**config.mk**
```make
export PLATFORM = sky130hd
export DESIGN_NAME = instruction_encoder
export DESIGN_NICKNAME = d
export VERILOG_FILES = /design/src/rtl/instruction_encoder.sv
export SDC_FILE = /design/constraint.sdc
export NUM_CORES = 1
export LEC_CHECK = 0
export CAP_MARGIN = 20
export CORE_ASPECT_RATIO = 0.8
export CORE_MARGIN = 2
export CORE_UTILIZATION = 35
export CTS_CLUSTER_DIAMETER = 120
export DETAILED_ROUTE_END_ITERATION = 8
export HOLD_SLACK_MARGIN = 0.15
export PLACE_DENSITY_LB_ADDON = 0.2
export SLEW_MARGIN = 20
export SYNTH_ARGS = -nofsm -noshare
export SYNTH_HDL_FRONTEND = slang
export SYNTH_SLANG_ARGS = --single-unit
```
**constraint.sdc**
```tcl
create_clock -name clk -period 2.1 [get_ports clk]
set_input_delay 0.42 -clock clk [delete_from_list [all_inputs] [get_ports clk]]
set_output_delay 0.42 -clock clk [all_outputs]
set_load 0.02 [all_outputs]
```
**src/rtl/instruction_encoder.sv**
```systemverilog
// RV32I instruction encoder: op select + fields -> 32-bit word.
// Two-stage valid/ready pipeline with address tagging and error count.
module instruction_encoder #(
  parameter int ADDR_W = 10
) (
  input  logic              clk,
  input  logic              rst,
  input  logic              in_valid,
  output logic              in_ready,
  input  logic [4:0]        op_sel,
  input  logic [4:0]        rd,
  input  logic [4:0]        rs1,
  input  logic [4:0]        rs2,
  input  logic [12:0]       imm,
  output logic              out_valid,
  input  logic              out_ready,
  output logic [31:0]       instruction_code,
  output logic [ADDR_W-1:0] out_addr,
  output logic              err_pulse,
  output logic [7:0]        err_count
);

  typedef enum logic [1:0] {
    T_BR  = 2'd0,
    T_IMM = 2'd1,
    T_SH  = 2'd2,
    T_REG = 2'd3
  } itype_e;

  typedef struct packed {
    itype_e      ty;
    logic [2:0]  f3;
    logic        f7b;
    logic        legal;
    logic [4:0]  rd;
    logic [4:0]  rs1;
    logic [4:0]  rs2;
    logic [12:0] imm;
  } s1_t;

  localparam logic [6:0] OPC_BR  = 7'b1100011;
  localparam logic [6:0] OPC_IMM = 7'b0010011;
  localparam logic [6:0] OPC_REG = 7'b0110011;

  s1_t               w_s1_next;
  s1_t               r_s1;
  logic              r_s1_valid;
  logic              r_s2_valid;
  logic [31:0]       r_code;
  logic [ADDR_W-1:0] r_addr;
  logic              r_err_pulse;
  logic [7:0]        r_err_count;
  logic [31:0]       w_code;
  logic              w_s2_adv;
  logic              w_s1_adv;
  logic              w_s1_err;
  logic              w_out_fire;

  // Classify the incoming request: type, funct3, funct7[5], legality
  always_comb begin
    w_s1_next     = '0;
    w_s1_next.ty  = T_REG;
    w_s1_next.f3  = 3'b000;
    w_s1_next.f7b = 1'b0;
    w_s1_next.legal = 1'b1;
    w_s1_next.rd  = rd;
    w_s1_next.rs1 = rs1;
    w_s1_next.rs2 = rs2;
    w_s1_next.imm = imm;
    case (op_sel)
      5'd0:  begin w_s1_next.ty = T_BR;  w_s1_next.f3 = 3'b000; end
      5'd1:  begin w_s1_next.ty = T_BR;  w_s1_next.f3 = 3'b001; end
      5'd2:  begin w_s1_next.ty = T_BR;  w_s1_next.f3 = 3'b100; end
      5'd3:  begin w_s1_next.ty = T_BR;  w_s1_next.f3 = 3'b101; end
      5'd4:  begin w_s1_next.ty = T_BR;  w_s1_next.f3 = 3'b110; end
      5'd5:  begin w_s1_next.ty = T_BR;  w_s1_next.f3 = 3'b111; end
      5'd6:  begin w_s1_next.ty = T_IMM; w_s1_next.f3 = 3'b000; end
      5'd7:  begin w_s1_next.ty = T_IMM; w_s1_next.f3 = 3'b010; end
      5'd8:  begin w_s1_next.ty = T_IMM; w_s1_next.f3 = 3'b011; end
      5'd9:  begin w_s1_next.ty = T_IMM; w_s1_next.f3 = 3'b100; end
      5'd10: begin w_s1_next.ty = T_IMM; w_s1_next.f3 = 3'b110; end
      5'd11: begin w_s1_next.ty = T_IMM; w_s1_next.f3 = 3'b111; end
      5'd12: begin w_s1_next.ty = T_SH;  w_s1_next.f3 = 3'b001; end
      5'd13: begin w_s1_next.ty = T_SH;  w_s1_next.f3 = 3'b101; end
      5'd14: begin
        w_s1_next.ty  = T_SH;
        w_s1_next.f3  = 3'b101;
        w_s1_next.f7b = 1'b1;
      end
      5'd15: w_s1_next.f3 = 3'b000;
      5'd16: begin w_s1_next.f3 = 3'b000; w_s1_next.f7b = 1'b1; end
      5'd17: w_s1_next.f3 = 3'b001;
      5'd18: w_s1_next.f3 = 3'b010;
      5'd19: w_s1_next.f3 = 3'b011;
      5'd20: w_s1_next.f3 = 3'b100;
      5'd21: w_s1_next.f3 = 3'b101;
      5'd22: begin w_s1_next.f3 = 3'b101; w_s1_next.f7b = 1'b1; end
      5'd23: w_s1_next.f3 = 3'b110;
      5'd24: w_s1_next.f3 = 3'b111;
      default: w_s1_next.legal = 1'b0;
    endcase
    if (w_s1_next.ty == T_BR && imm[0])
      w_s1_next.legal = 1'b0;
    if (w_s1_next.ty == T_SH && imm[11:5] != 7'd0)
      w_s1_next.legal = 1'b0;
  end

  // Assemble the instruction word from the classified S1 contents
  always_comb begin
    w_code = '0;
    unique case (r_s1.ty)
      T_BR: w_code = {r_s1.imm[12], r_s1.imm[10:5],
                      r_s1.rs2, r_s1.rs1, r_s1.f3,
                      r_s1.imm[4:1], r_s1.imm[11], OPC_BR};
      T_IMM: w_code = {r_s1.imm[11:0], r_s1.rs1,
                       r_s1.f3, r_s1.rd, OPC_IMM};
      T_SH: w_code = {1'b0, r_s1.f7b, 5'd0, r_s1.imm[4:0],
                      r_s1.rs1, r_s1.f3, r_s1.rd, OPC_IMM};
      T_REG: w_code = {1'b0, r_s1.f7b, 5'd0, r_s1.rs2,
                       r_s1.rs1, r_s1.f3, r_s1.rd, OPC_REG};
      default: w_code = '0;
    endcase
  end

  // Stage advance: illegal entries never need S2, so they always drain
  always_comb begin
    w_s1_err   = r_s1_valid && !r_s1.legal;
    w_s2_adv   = !r_s2_valid || out_ready;
    w_s1_adv   = !r_s1_valid || w_s2_adv || w_s1_err;
    w_out_fire = r_s2_valid && out_ready;
  end

  // S1 request register
  always_ff @(posedge clk) begin
    if (rst) begin
      r_s1_valid <= 1'b0;
      r_s1       <= '0;
    end else if (w_s1_adv) begin
      r_s1_valid <= in_valid;
      r_s1       <= w_s1_next;
    end
  end

  // S2 holds the assembled word until the output handshake
  always_ff @(posedge clk) begin
    if (rst) begin
      r_s2_valid <= 1'b0;
      r_code     <= '0;
    end else if (w_s2_adv) begin
      r_s2_valid <= r_s1_valid && r_s1.legal;
      if (r_s1_valid && r_s1.legal)
        r_code <= w_code;
    end
  end

  // Output byte address, advances by one word per handshake
  always_ff @(posedge clk) begin
    if (rst)
      r_addr <= '0;
    else if (w_out_fire)
      r_addr <= r_addr + ADDR_W'(4);
  end

  // Error pulse and saturating drop counter
  always_ff @(posedge clk) begin
    if (rst) begin
      r_err_pulse <= 1'b0;
      r_err_count <= '0;
    end else begin
      r_err_pulse <= w_s1_err;
      if (w_s1_err && r_err_count != 8'hFF)
        r_err_count <= r_err_count + 8'd1;
    end
  end

  assign in_ready         = w_s1_adv;
  assign out_valid        = r_s2_valid;
  assign instruction_code = r_code;
  assign out_addr         = r_addr;
  assign err_pulse        = r_err_pulse;
  assign err_count        = r_err_count;

endmodule

```
==> results by group <==
Power
  – Largest vdd supply drop: 0.000590 V
  – Overall power: 3.86 mW
  – Static leakage: 1.80 nW
  – Cell Pwr Density: 796 nW/um^2

Placed design
  – Post-placement cell count: 633
  – Worst slack after detailed placement: -0.105 ns
  – Number of port buffers: 85
  – Detailed-placement wirelength estimate: 6040 um
  – Global placement routability congestion: 0.825
  – Area after DPL: 4500 um^2

Final layout
  – Final net count: 551
  – Number of fill cells in the layout: 965
  – Design area: 4840 um^2
  – Number of antenna repair diodes: 0
  – Most frequent standard cell in the layout excluding fill and tap cells: sky130_fd_sc_hd__nand2_1
  – Growth of design area from synthesis to finish: 36.4%
  – Fraction of layout instances using a drive strength above 1: 7.80%
  – Highest-count cells in the layout ignoring fill and taps: sky130_fd_sc_hd__nand2_1, sky130_fd_sc_hd__dfxtp_1, sky130_fd_sc_hd__clkdlybuf4s50_1, sky130_fd_sc_hd__a21oi_1, sky130_fd_sc_hd__nor2_1
  – Non-filler instance count after layout: 649

Yosys
  – Cell taking the most area after synthesis: sky130_fd_sc_hd__dfxtp_1
  – Fraction of registers with async set or reset after synthesis: 0%
  – Post-synthesis sequential area ratio: 46.8%
  – Post-synth top flop: sky130_fd_sc_hd__dfxtp_1
  – Netlist cell types: 49
  – Cells after Synth: 430
  – Number of enable flip-flop cells after synthesis: 0
  – Yosys top cell area share: 46.8%
  – Number of synthesized register bits: 83
  – Top cells by area in the synthesized netlist: sky130_fd_sc_hd__dfxtp_1, sky130_fd_sc_hd__nand2_1, sky130_fd_sc_hd__a21oi_1
  – Synthesized area: 3550 um^2
  – Average size of a mapped cell: 8.26 um^2
  – Number of synthesis warnings: 0

Route
  – Violation count after the first detailed-routing iteration: 171
  – Residual DRC: 0
  – Post-route antenna net violation count: 0
  – Via Count: 3,219
  – Average routed wire per standard cell: 13.9 um
  – Final Routed Wirelength: 9010 um
  – Via density: 4.96
  – First-pass DRT Iterations: 5

Floorplan
  – Core footprint: 9770 um^2
  – Vertical extent of the die: 94.1 um
  – Die outline area: 11,000 um^2
  – DIE WIDTH: 117 um
  – Starting density of the core: 36.4%
  – Cell Rows: 32
  – Ports: 90

Critical path
  – Worst-case reg-to-reg path depth: 6
  – Worst reg2reg startpoint: r_s1[34]$_SDFFE_PP0P_
  – Capturing point of the worst reg2reg path: instruction_code[23]$_SDFFE_PP0P_
  – Setup crit start kind: primary input
  – Startpoint of the worst setup timing path: out_ready
  – Worst setup path class: primary input to output port
  – Worst R2R Setup Slack: 0.34 ns
  – Worst Path Max Fanout: 2
  – End point of the critical path: in_ready
  – Required time reported for the critical path endpoint: 1.68 ns
  – Crit path capture type: output port
  – Arrival time of data at the critical path endpoint: 1.51 ns

STA
  – Worst Skew: 0.00422 ns
  – Peak Freq: 518 MHz
  – Max Transition Viols Final: 0
  – Final setup violating endpoints: 0
  – Final worst path period share: 92.0%
  – Final Hold Viols: 0
  – Pin slew with the least headroom to its limit: 0.568 ns
  – Aggregate negative setup slack: 0 ns
  – Unrepaired setup endpoints after global routing: no
  – Final worst path period need: 1.93 ns
  – Worst Slack Setup Final: 0.169 ns
  – Headroom to the max-slew limit: 62.1%

Global route
  – Number of antenna violations at the first check in global routing: 0
  – Number of global-route vias before repair: 2,943
  – Total overflow reported by the global router: 0
  – Pin count of the biggest net entering global routing: 45
  – GRT Overall Usage: 16.8%
  – Global-route wire length before repair: 14,400 um

Clock network
  – Clk sink count: 83
  – Cell at the root of the clock tree: sky130_fd_sc_hd__clkbuf_16
  – Clk Latency, worst-skew pair: 0.34 ns
  – # H-tree levels: 3
  – Post-CTS Hold Fix Bufs: 0
  – Maximum count of clock buffers along a single path: 2
  – Clock slew seen by the registers of the worst setup and hold paths: 0.06 ns
  – Clock buffers created by TritonCTS: 9
  – Clock tree from TritonCTS: built
  – Post-CTS setup buffers: 0
  – Post-cts gate resize count: 1

Status
  – Status: complete, no violations

Run
  – Number of max-cap violations: 0

Min path
  – Class of the worst hold path: flip-flop to flip-flop
[cells by family (layout without fill, tap and decap cells)]
family / Yosys count / after routing / share of synthesized area, %
and+or+nand+nor: 185 / 185 / 23.6
AOI/OAI and AO/OA: 96 / 96 / 16.8
DFF: 83 / 83 / 46.8
buffers and inverters: 46 / 126 / 7.29
xor gates and xnor gates: 10 / 10 / 2.47
adders and majority gates: 6 / 6 / 2.11
muxes: 3 / 3 / 0.845
other: 1 / 4 / 0.106
[worst min path at each step]
stage	startpoint	endpoint	slack [ns]	cells after the start
after detailed placement	r_s1[32]$_SDFFE_PP0P_	instruction_code[14]$_SDFFE_PP0P_	0.44	2
after floorplan	r_s1[23]$_SDFFE_PP0P_	r_s1[23]$_SDFFE_PP0P_	0.43	2
after global placement	r_s1[23]$_SDFFE_PP0P_	r_s1[23]$_SDFFE_PP0P_	0.44	2
after CTS	r_s1[18]$_SDFFE_PP0P_	instruction_code[15]$_SDFFE_PP0P_	0.45	2
after global routing	r_s1[18]$_SDFFE_PP0P_	instruction_code[15]$_SDFFE_PP0P_	0.46	2
final	r_s1[18]$_SDFFE_PP0P_	instruction_code[15]$_SDFFE_PP0P_	0.45	2
[report_power, final]
part	total (mW)	switching, mW	internal [mW]
Sequential	1.68	0.0397	1.64
Clock	1.79	0.634	1.16
Combinational	0.386	0.200	0.186
[sequential cells by signal, indices dropped and copies added, names as in the netlist]
| register | count |
|---|---|
| err_count | 8 |
| err_pulse | 1 |
| instruction_code | 29 |
| out_addr | 8 |
| out_valid | 1 |
| r_s1 | 35 |
| r_s1_valid | 1 |
[through the flow]
step	utilization [%]	hold WS (ns)
floorplan	-	0.427
global placement	46.1	0.438
detailed placement	46.1	0.442
CTS	49.6	0.452
global route	49.6	0.462
finish	49.6	0.451
[synth_stat cells (2+ instances only)]
| cell type | number |
|---|---|
| sky130_fd_sc_hd__nand3_1 | 13 |
| sky130_fd_sc_hd__and3_1 | 2 |
| sky130_fd_sc_hd__nor2_1 | 36 |
| sky130_fd_sc_hd__nand2b_1 | 2 |
| sky130_fd_sc_hd__a221oi_1 | 7 |
| sky130_fd_sc_hd__nand2_1 | 94 |
| sky130_fd_sc_hd__a311oi_1 | 5 |
| sky130_fd_sc_hd__xor2_1 | 6 |
| sky130_fd_sc_hd__nand4_1 | 5 |
| sky130_fd_sc_hd__buf_4 | 8 |
| sky130_fd_sc_hd__inv_1 | 10 |
| sky130_fd_sc_hd__buf_6 | 6 |
| sky130_fd_sc_hd__nor2b_1 | 4 |
| sky130_fd_sc_hd__a211oi_1 | 8 |
| sky130_fd_sc_hd__nor3_1 | 13 |
| sky130_fd_sc_hd__dfxtp_1 | 83 |
| sky130_fd_sc_hd__a21oi_1 | 54 |
| sky130_fd_sc_hd__nand3b_1 | 5 |
| sky130_fd_sc_hd__mux2i_1 | 3 |
| sky130_fd_sc_hd__or3_1 | 2 |
| sky130_fd_sc_hd__or2_2 | 2 |
| sky130_fd_sc_hd__xnor2_1 | 4 |
| sky130_fd_sc_hd__a31oi_1 | 3 |
| sky130_fd_sc_hd__o21ai_0 | 6 |
| sky130_fd_sc_hd__ha_1 | 6 |
| sky130_fd_sc_hd__buf_2 | 9 |
| sky130_fd_sc_hd__clkbuf_1 | 12 |
[cell type report]
class | count | area [um^2] | area share [%]
flip-flops and latches | 83 | 1660 | 34.3
repair buffers | 99 | 987 | 20.4
clock buffers | 9 | 225 | 4.65
clock inverters | 7 | 116 | 2.40
inverters | 11 | 41.3 | 0.852
well taps | 136 | 170 | 3.51
multi-input cells | 304 | 1640 | 33.9
[layer usage]
layer | vias to the layer above | routed length (um) | GRT usage [%]
met4 | 0 | 53 | 5.29
met1 | 1512 | 4330 | 21.7
li1 | 1624 | - | -
met5 | - | 0 | 0
met3 | 4 | 501 | 5.55
met2 | 79 | 4130 | 26.6
[critical path: stages]
cell and delay (ns):
sky130_fd_sc_hd__clkdlybuf4s50_1 0.44, sky130_fd_sc_hd__nand2b_4 0.17, sky130_fd_sc_hd__nor2_4 0.12, sky130_fd_sc_hd__inv_2 0.05, sky130_fd_sc_hd__dlygate4sd2_1 0.31
Power figures use the tool's default switching activity.
